## src/rtl/vctr_fetch_pkg.sv

```systemverilog
// vctr_fetch_pkg: shared FSM state type and constants for the vector fetch engine
package vctr_fetch_pkg;
  typedef enum logic [1:0] {IDLE, POP, ISSUE, DRAIN} state_t;
  localparam logic [31:0] WORD_BYTES = 32'd4;
  function automatic int pend_w(input int max_outstanding);
    return $clog2(max_outstanding) + 1;
  endfunction
endpackage

```

## src/rtl/vctr_fetch_rsp.sv

```systemverilog
// vctr_fetch_rsp: registers read responses into the vector FIFO and tracks reads in flight
module vctr_fetch_rsp
  import vctr_fetch_pkg::*;
#(
  parameter int PW = pend_w(4)
) (
  input  logic          clk,
  input  logic          reset,
  input  logic          accept,
  input  logic          master_data_in_val,
  input  logic [31:0]   master_data_in,
  output logic [31:0]   vctr_fifo_din,
  output logic          vctr_fifo_wr,
  output logic [PW-1:0] pending,
  output logic          rsp_done
);
  logic take;
  // a response with nothing in flight is a leftover from before reset
  assign take = master_data_in_val && pending != '0;
  assign rsp_done = pending == '0;
  always_ff @(posedge clk)
    if (reset) begin
      pending <= '0;
      vctr_fifo_din <= '0;
      vctr_fifo_wr <= 1'b0;
    end else begin
      pending <= pending + PW'(accept) - PW'(take);
      vctr_fifo_wr <= take;
      if (take) vctr_fifo_din <= master_data_in;
    end
endmodule

```

## src/rtl/vctr_fetch.sv

```systemverilog
// vctr_fetch: pops vector base addresses, reads WORDS_PER_VECTOR words each, pushes them to the vector FIFO
// Optional VCTR_FETCH_ALIGN_CHK_EN: misaligned bases set sticky err and are skipped
module vctr_fetch
  import vctr_fetch_pkg::*;
#(
  parameter int WORDS_PER_VECTOR = 4,
  parameter int MAX_OUTSTANDING = 4
) (
  input  logic        clk,
  input  logic        reset,
  input  logic        run_program,
  input  logic [31:0] addr_fifo_dout,
  input  logic        addr_fifo_empty,
  output logic        addr_fifo_rd,
  output logic [31:0] master_addr,
  output logic        master_rd,
  input  logic        master_waitrequest,
  input  logic [31:0] master_data_in,
  input  logic        master_data_in_val,
  output logic [31:0] vctr_fifo_din,
  output logic        vctr_fifo_wr,
  input  logic [15:0] vctr_fifo_space,
  output logic        busy,
  output logic [15:0] vectors_fetched,
  output logic        err
);
  localparam int PW = pend_w(MAX_OUTSTANDING);
  state_t state, state_n;
  logic [31:0] base;
  logic [7:0] idx;
  logic [PW-1:0] pending;
  logic rsp_done, accept, last, start, misaligned;
  vctr_fetch_rsp #(.PW(PW)) u_rsp (
    .clk(clk),
    .reset(reset),
    .accept(accept),
    .master_data_in_val(master_data_in_val),
    .master_data_in(master_data_in),
    .vctr_fifo_din(vctr_fifo_din),
    .vctr_fifo_wr(vctr_fifo_wr),
    .pending(pending),
    .rsp_done(rsp_done)
  );
  assign start = run_program && !addr_fifo_empty &&
                 int'(vctr_fifo_space) >= WORDS_PER_VECTOR + int'(pending);
  assign addr_fifo_rd = state == POP;
  assign master_rd = state == ISSUE && int'(pending) < MAX_OUTSTANDING;
  assign accept = master_rd && !master_waitrequest;
  assign last = idx == 8'(WORDS_PER_VECTOR - 1);
  assign master_addr = base + 32'(idx) * WORD_BYTES;
  assign busy = state != IDLE || !rsp_done;
  always_comb
    state_n = state == IDLE  ? (start ? POP : IDLE) :
              state == POP   ? (misaligned ? IDLE : ISSUE) :
              state == ISSUE ? (accept && last ? DRAIN : ISSUE) :
                               (rsp_done ? IDLE : DRAIN);
  always_ff @(posedge clk)
    if (reset) begin
      state <= IDLE;
      base <= '0;
      idx <= '0;
      vectors_fetched <= '0;
    end else begin
      state <= state_n;
      if (state == POP) begin
        base <= addr_fifo_dout & ~(WORD_BYTES - 32'd1);
        idx <= '0;
      end else if (accept) idx <= idx + 8'd1;
      if (state == DRAIN && rsp_done) vectors_fetched <= vectors_fetched + 16'd1;
    end
`ifdef VCTR_FETCH_ALIGN_CHK_EN
  assign misaligned = addr_fifo_dout[1:0] != 2'b00;
  always_ff @(posedge clk)
    if (reset) err <= 1'b0;
    else if (state == POP && misaligned) err <= 1'b1;
`else
  assign misaligned = 1'b0;
  assign err = 1'b0;
`endif
endmodule

```

## config.mk

```make
export PLATFORM = sky130hd
export DESIGN_NAME = vctr_fetch
export DESIGN_NICKNAME = d
export VERILOG_FILES = /design/src/rtl/vctr_fetch_pkg.sv /design/src/rtl/vctr_fetch_rsp.sv /design/src/rtl/vctr_fetch.sv
export SDC_FILE = /design/constraint.sdc
export NUM_CORES = 1
export LEC_CHECK = 0
export ABC_AREA = 1
export CAP_MARGIN = 0
export CORE_UTILIZATION = 46
export DETAILED_ROUTE_END_ITERATION = 16
export GPL_ROUTABILITY_DRIVEN = 0
export PLACE_DENSITY_LB_ADDON = 0.3
export SYNTH_ARGS = -nofsm -noshare
export SYNTH_HDL_FRONTEND = slang
export SYNTH_SLANG_ARGS = --single-unit
```

## constraint.sdc

```tcl
create_clock -name clk -period 3.15 [get_ports clk]
set_input_delay 0.63 -clock clk [delete_from_list [all_inputs] [get_ports clk]]
set_output_delay 0.63 -clock clk [all_outputs]
set_load 0.01 [all_outputs]
```

==> impl_metrics.tcl, run 1 <==
set metrics [dict create \
    grt_setup_unrepaired "false" \
    grt_pass1_wl_mm 22.5 \
    pwr-share-seq_pct 42.2 \
    clock_skew_ns 0.0121 \
    syn_area_um2 5060 \
    max-vdd-ir-drop_mv 0.422 \
    fin_setup_tns_ns 0 \
    dr.pass1.iters 5 \
    antenna_left 0 \
    io_pins 171 \
    totalWireLength_mm 13.8 \
    dp_hpwl_mm 10.3 \
    vias_per_cell 4.97 \
    post-route-period-util_pct 95.6 \
    crit_required_ns 2.52 \
    cp_slowest_cell "clkdlybuf4s50_1" \
    htreeDepth 3 \
    place_ws_ns 0.227 \
    cp-start-kind "flip-flop" \
    cp_top_family "simple AND/OR/NAND/NOR gates" \
    drive_above_1_share_pct 8.51 \
    critical_path_class "reg2out" \
    die_h_um 107 \
    ys_ff_latch 92 \
    tightest_slew_ns 0.596 \
    cts_tree "done" \
    maxClockFrequency_ghz 0.332 \
    core_area_um2 10500 \
    initial_core_util_pct 48.2 \
    grt_max_degree 44 \
    drc_errors 0 \
    yosys_warnings 0 \
    worstHoldPathType "reg2reg" \
    syn2layout_area_growth_pct 42.4 \
    grtUsageTotal_pct 24.6 \
    intPower_mw 2.34 \
    clock_path_buffers 2 \
    fin_ws_ns 0.139 \
    cts_buffers 9 \
    core.rowCount 37 \
    ys_seq_area_share_pct 36.4 \
    period_minus_slack_ns 3.01 \
    die-area_um2 11400 \
    antenna_found_initial 0 \
    p_leak_nw 3.17 \
    cp-end-kind "primary output" \
    avgSynthCellArea_um2 6.59 \
    root_buffer "clkbuf_8" \
    arrival_ns 2.38 \
    clk_latency_ns 0.37 \
    p_per_area_nw_per_um2 480 \
    cts_hold_buf 0 \
    layout_commonest_cell "nand2_1" \
    crit_buf_inv 1 \
    clkPwrFrac_pct 24.3 \
    outcome "finished clean" \
    layout_common_cells "172 x nand2_1, 154 x nor2_1, 148 x clkdlybuf4s50_1" \
    synth_edf_count 0 \
    grt_pass1_vias 4927 \
    port_buffers 165 \
    antennaDiodeCount 0 \
    max_cap_viol_count 0 \
    final_util_pct 68.6 \
    dr.first_iter.drc_count 192 \
    max_stage_delay_ns 0.55 \
    crit_chain "ha_1, or2_1, and2_1, nand3_2, nand3_4, xor2_1, clkdlybuf4s50_1" \
    hold_violations 0 \
    finalNetCount 1039 \
    p_sw_mw 1.12 \
    max_slew_margin_pct 60.1 \
    die_w_um 107 \
    setup_viol_count_final 0 \
    vias 5348 \
    slew_violations 0 \
    synthCells 769 \
    clock_sinks 92 \
    ys_async_sr_fraction_pct 0 \
    hold_ws_ns 0.488 \
    p_comb_share_pct 33.5 \
    path_max_fanout 7 \
    path_clk_slew_ns 0.09 \
    swShare_pct 32.3 \
    synth-main-ff-cell "dfxtp_1" \
    p_total_mw 3.46 \
    wl_per_cell_um 12.8 \
    gr-total-overflow 0 \
    synth.distinct_cells 39 \
]
==> worst reg2reg max path: cells and delay by family (launching register included) <==
family	cells	cell delay, ns
AOI/OAI and AO/OA	1	0.12
adders and majority gates	3	0.84
buffers and inverters	3	0.22
DFF	1	0.33
and+or+nand+nor	3	0.53
==> area by class of cell <==
class	instances	area, µm²
Sequential cell	92	1840
Timing Repair Buffer	179	1780
Tap cell	136	170
Clock buffer	10	138
Clock inverter	6	71.3
Fill cell	948	3300
Multi-Input combinational cell	571	2900
Inverter	82	308
==> state kept, by name (all words and copies together), names as in the netlist <==
signal               cells
u_rsp.vctr_fifo_din     32
base                    30
vectors_fetched         16
idx                      8
u_rsp.pending            3
state                    2
u_rsp.vctr_fifo_wr       1
==> power groups by stage <==
stage	Combinational [mW]	Clock, mW	Sequential [mW]
after floorplan	0.532	0	1.54
after global routing	1.30	0.901	1.49
final	1.16	0.841	1.46
after global placement	1.15	0	1.48
after detailed placement	1.17	0	1.49
after CTS	1.17	0.862	1.46
==> cells by family (layout without fill, tap and decap cells) <==
kind of cell,count (synthesis),in the layout,share of synthesized area [%]
flip-flops,92,92,36.4
buffers and inverters,108,277,8.67
other,1,3,0.0740
AO/OA/AOI/OAI,118,118,12.2
adder cells (fa/ha/maj),18,18,4.74
XOR/XNOR,14,14,2.57
AND/OR/NAND/NOR,418,418,35.4
==> cells in the mapped netlist, types with 2 or more instances <==
cell / instances / area, µm²
nand3b_1: 7 / 52.6
nor3_2: 4 / 40.0
nand3_1: 28 / 140
xnor2_1: 3 / 26.3
nor3_1: 14 / 70.1
nand3_2: 2 / 20.0
buf_4: 5 / 37.5
inv_1: 75 / 282
buf_1: 2 / 7.51
or2_2: 2 / 12.5
fa_1: 2 / 40.0
a21oi_1: 37 / 185
nand4_1: 11 / 68.8
dfxtp_1: 92 / 1840
o21ai_0: 75 / 375
nor2_1: 156 / 586
nor2_2: 7 / 43.8
o21ai_1: 2 / 10.0
clkbuf_1: 12 / 45.0
nand2_1: 174 / 653
or2_1: 3 / 18.8
ha_1: 16 / 200
nand2_2: 4 / 25.0
xor2_1: 10 / 87.6
inv_2: 7 / 26.3
buf_2: 5 / 25.0
nor3_4: 2 / 32.5
==> stage by stage <==
step / area (µm²) / cells
floorplan: 5070 / 771
global placement: 6830 / 1055
detailed placement: 6830 / 1055
CTS: 7060 / 1072
global route: 7210 / 1076
finish: 7210 / 1076
==> worst paths after layout <==
kind / endpoint / slack, ns / cells after the start / startpoint
hold reg to reg: u_rsp.vctr_fifo_din[6] / 0.49 / 2 / u_rsp.vctr_fifo_din[6]
hold / removal: u_rsp.vctr_fifo_din[6] / 0.49 / 2 / u_rsp.vctr_fifo_din[6]
setup reg to reg: u_rsp.pending[2] / 1.05 / 10 / u_rsp.pending[1]
setup / recovery: master_addr[13] / 0.14 / 7 / base[4]
==> what timing repair did <==
item | in CTS | in global routing
gates resized for setup | 11 | 29
setup buffers | 1 | 4
setup endpoints to repair | 13 | 19
pin swaps | 4 | 3
==> layer usage <==
layer,vias to the layer above,routed length [µm],global-route usage [%]
li1,2762,-,-
met1,2401,5850,29.4
met2,168,6590,41.8
met3,17,1180,8.21
met4,0,206,7.14
met5,-,0,0
(Power assumes the default switching activity.)
==> inputs of run 2 (changes only) <==
--- a/config.mk
+++ b/config.mk
@@ -7,6 +7,7 @@
 export LEC_CHECK = 0
 export ABC_AREA = 1
 export CAP_MARGIN = 0
+export CORE_ASPECT_RATIO = 0.5
 export CORE_UTILIZATION = 46
 export DETAILED_ROUTE_END_ITERATION = 16
 export GPL_ROUTABILITY_DRIVEN = 0
==> run 2 against run 1 <==
- sequential share of layout area about the same
- utilization increased by 0.56 points
- worst setup slack worse by 0.024 ns
- register-to-register slack got worse by 0.02 ns
- via count up 0.19%
- non-clock buffer count decreased by 1
- clock skew decreased by 0.0014 ns
==> impl_metrics.tcl, run 2 (synthesis results as in run 1) <==
set metrics [dict create \
    worstHoldPathType "reg2reg" \
    min-delay-start "u_rsp.vctr_fifo_din[1]" \
    initial_core_util_pct 48.5 \
    die-area_um2 11500 \
    period_minus_slack_ns 3.04 \
    crit_chain "ha_1, or2_1, and2_1, nand3_1, nand3_4, xor2_1, clkdlybuf4s50_1" \
    min_to "u_rsp.vctr_fifo_din[1]" \
    intPower_mw 2.50 \
    r2r-end "u_rsp.pending[2]" \
    cp-start-kind "flip-flop" \
    gr-total-overflow 0 \
    cp_slowest_cell "clkdlybuf4s50_1" \
    critical_path_class "reg2out" \
    grt_pass1_vias 5056 \
    place_ws_ns 0.161 \
    clock_path_buffers 2 \
    max_slew_margin_pct 35.0 \
    antenna_left 0 \
    p_leak_nw 3.18 \
    clk_latency_ns 0.34 \
    grtUsageTotal_pct 25.2 \
    regMostFlops "u_rsp.vctr_fifo_din" \
    port_buffers 165 \
    r2r_slack_ns 1.03 \
    dp_hpwl_mm 10.5 \
    max_stage_delay_ns 0.56 \
    dr.pass1.iters 5 \
    hold_violations 0 \
    hold-path-cell-count 2 \
    reg_top3 "u_rsp.vctr_fifo_din (32), base (30), vectors_fetched (16)" \
    clkPwrFrac_pct 27.6 \
    io_pins 171 \
    root_buffer "clkbuf_16" \
    fin_ws_ns 0.114 \
    cts_tree "done" \
    tightest_slew_ns 0.974 \
    die_h_um 76.2 \
    wl_per_cell_um 13.2 \
    slew_violations 0 \
    htreeDepth 3 \
    core.rowCount 26 \
    crit_required_ns 2.52 \
    layout_commonest_cell "nand2_1" \
    core_area_um2 10400 \
    max_cap_viol_count 0 \
    outcome "finished clean" \
    antenna_found_initial 0 \
    antennaDiodeCount 0 \
    path_max_fanout 7 \
    grt_pass1_wl_mm 23.2 \
    cts_buffers 9 \
    vias 5358 \
    clock_sinks 92 \
    vias_per_cell 4.97 \
    p_comb_share_pct 32.4 \
    largest_reg_flops 32 \
    drive_above_1_share_pct 7.57 \
    dr.first_iter.drc_count 225 \
    syn2layout_area_growth_pct 42.7 \
    p_sw_mw 1.16 \
    cp-end-kind "primary output" \
    max-vdd-ir-drop_mv 0.376 \
    pwr-share-seq_pct 40.0 \
    reg2regPathDepth 10 \
    path_clk_slew_ns 0.06 \
    swShare_pct 31.6 \
    post-route-period-util_pct 96.4 \
    totalWireLength_mm 14.2 \
    p_total_mw 3.66 \
    die_w_um 150 \
    finalNetCount 1038 \
    cts_hold_buf 0 \
    clock_skew_ns 0.0107 \
    r2r-start "u_rsp.pending[1]" \
    p_per_area_nw_per_um2 506 \
    drc_errors 0 \
    setup_viol_count_final 0 \
    grt_max_degree 72 \
    layout_common_cells "172 x nand2_1, 154 x nor2_1, 152 x clkdlybuf4s50_1" \
    maxClockFrequency_ghz 0.329 \
    arrival_ns 2.41 \
]
==> run 2: cell types whose count changed in the layout (fill, tap and decap cells not counted), moves of 2 or more <==
cell             delta
dlygate4sd2_1       -4
ha_4                -2
nand3_1             +2
clkbuf_16           +9
clkbuf_8            -9
ha_1                +2
clkdlybuf4s50_1     +4
nand3_2             -2
==> run 2: layout make-up <==
| cell class | count | area (µm²) |
|---|---|---|
| Sequential cell | 92 | 1840 |
| Clock buffer | 11 | 243 |
| Inverter | 82 | 308 |
| Multi-Input combinational cell | 571 | 2850 |
| Tap cell | 140 | 175 |
| Timing Repair Buffer | 178 | 1780 |
| Fill cell | 881 | 3220 |
| Clock inverter | 4 | 26.3 |
==> run 2: worst max-delay path: cells and delay by family (launching register included) <==
family	cells	cell delay (ns)
AND/OR/NAND/NOR	4	0.70
adder cells (fa/ha/maj)	1	0.32
flip-flops	1	0.34
XOR/XNOR	1	0.16
buffers and inverters	1	0.56
==> run 2: per-stage QoR <==
stage | util (%) | instance area, µm² | hold WS, ns | cells | TNS [ns]
after global routing | 69.2 | 7230 | 0.511 | 1078 | -0.0422
after global placement | 65.4 | 6830 | 0.463 | 1058 | 0
final | 69.2 | 7230 | 0.480 | 1078 | 0
after CTS | 68.0 | 7110 | 0.486 | 1073 | 0
after floorplan | - | 5070 | 0.471 | 771 | 0
after detailed placement | 65.4 | 6830 | 0.472 | 1058 | 0
==> run 2: per-layer routing <==
metal | share of wire (%) | vias up | track usage, %
met5 | 0 | - | 0
met4 | 1.7 | 0 | 8.28
met3 | 5.1 | 22 | 5.27
met2 | 49 | 144 | 43.9
met1 | 44 | 2429 | 30.7
li1 | - | 2763 | -
==> run 2: worst max path at each step <==
stage / from / to / depth (start not counted)
floorplan: idx[0] / master_addr[24] / 10
global placement: idx[0] / master_addr[24] / 11
detailed placement: idx[0] / master_addr[24] / 11
CTS: idx[0] / master_addr[26] / 10
global route: idx[6] / master_addr[31] / 10
finish: idx[2] / master_addr[13] / 7
==> run 2: timing repair <==
item                                    CTS  global route
pin swaps                                 1             3
setup buffers                             0             5
resized for setup                         5            25
endpoints found under the setup margin   12            21
==> run 2: power by group through the flow <==
stage                     clock, mW  sequential [mW]  combinational [mW]
final                          1.01             1.46                1.19
after global routing           1.08             1.49                1.32
after CTS                      1.02             1.46                1.20
after detailed placement          0             1.49                1.19
after global placement            0             1.48                1.15
after floorplan                   0             1.54               0.532
==> inputs of run 3 (changes only) <==
--- a/config.mk
+++ b/config.mk
@@ -7,7 +7,6 @@
 export LEC_CHECK = 0
 export ABC_AREA = 1
 export CAP_MARGIN = 0
-export CORE_ASPECT_RATIO = 0.5
 export CORE_UTILIZATION = 46
 export DETAILED_ROUTE_END_ITERATION = 16
 export GPL_ROUTABILITY_DRIVEN = 0
==> results of run 3 <==
Final layout, timing and power as in run 1 (identical DEF).
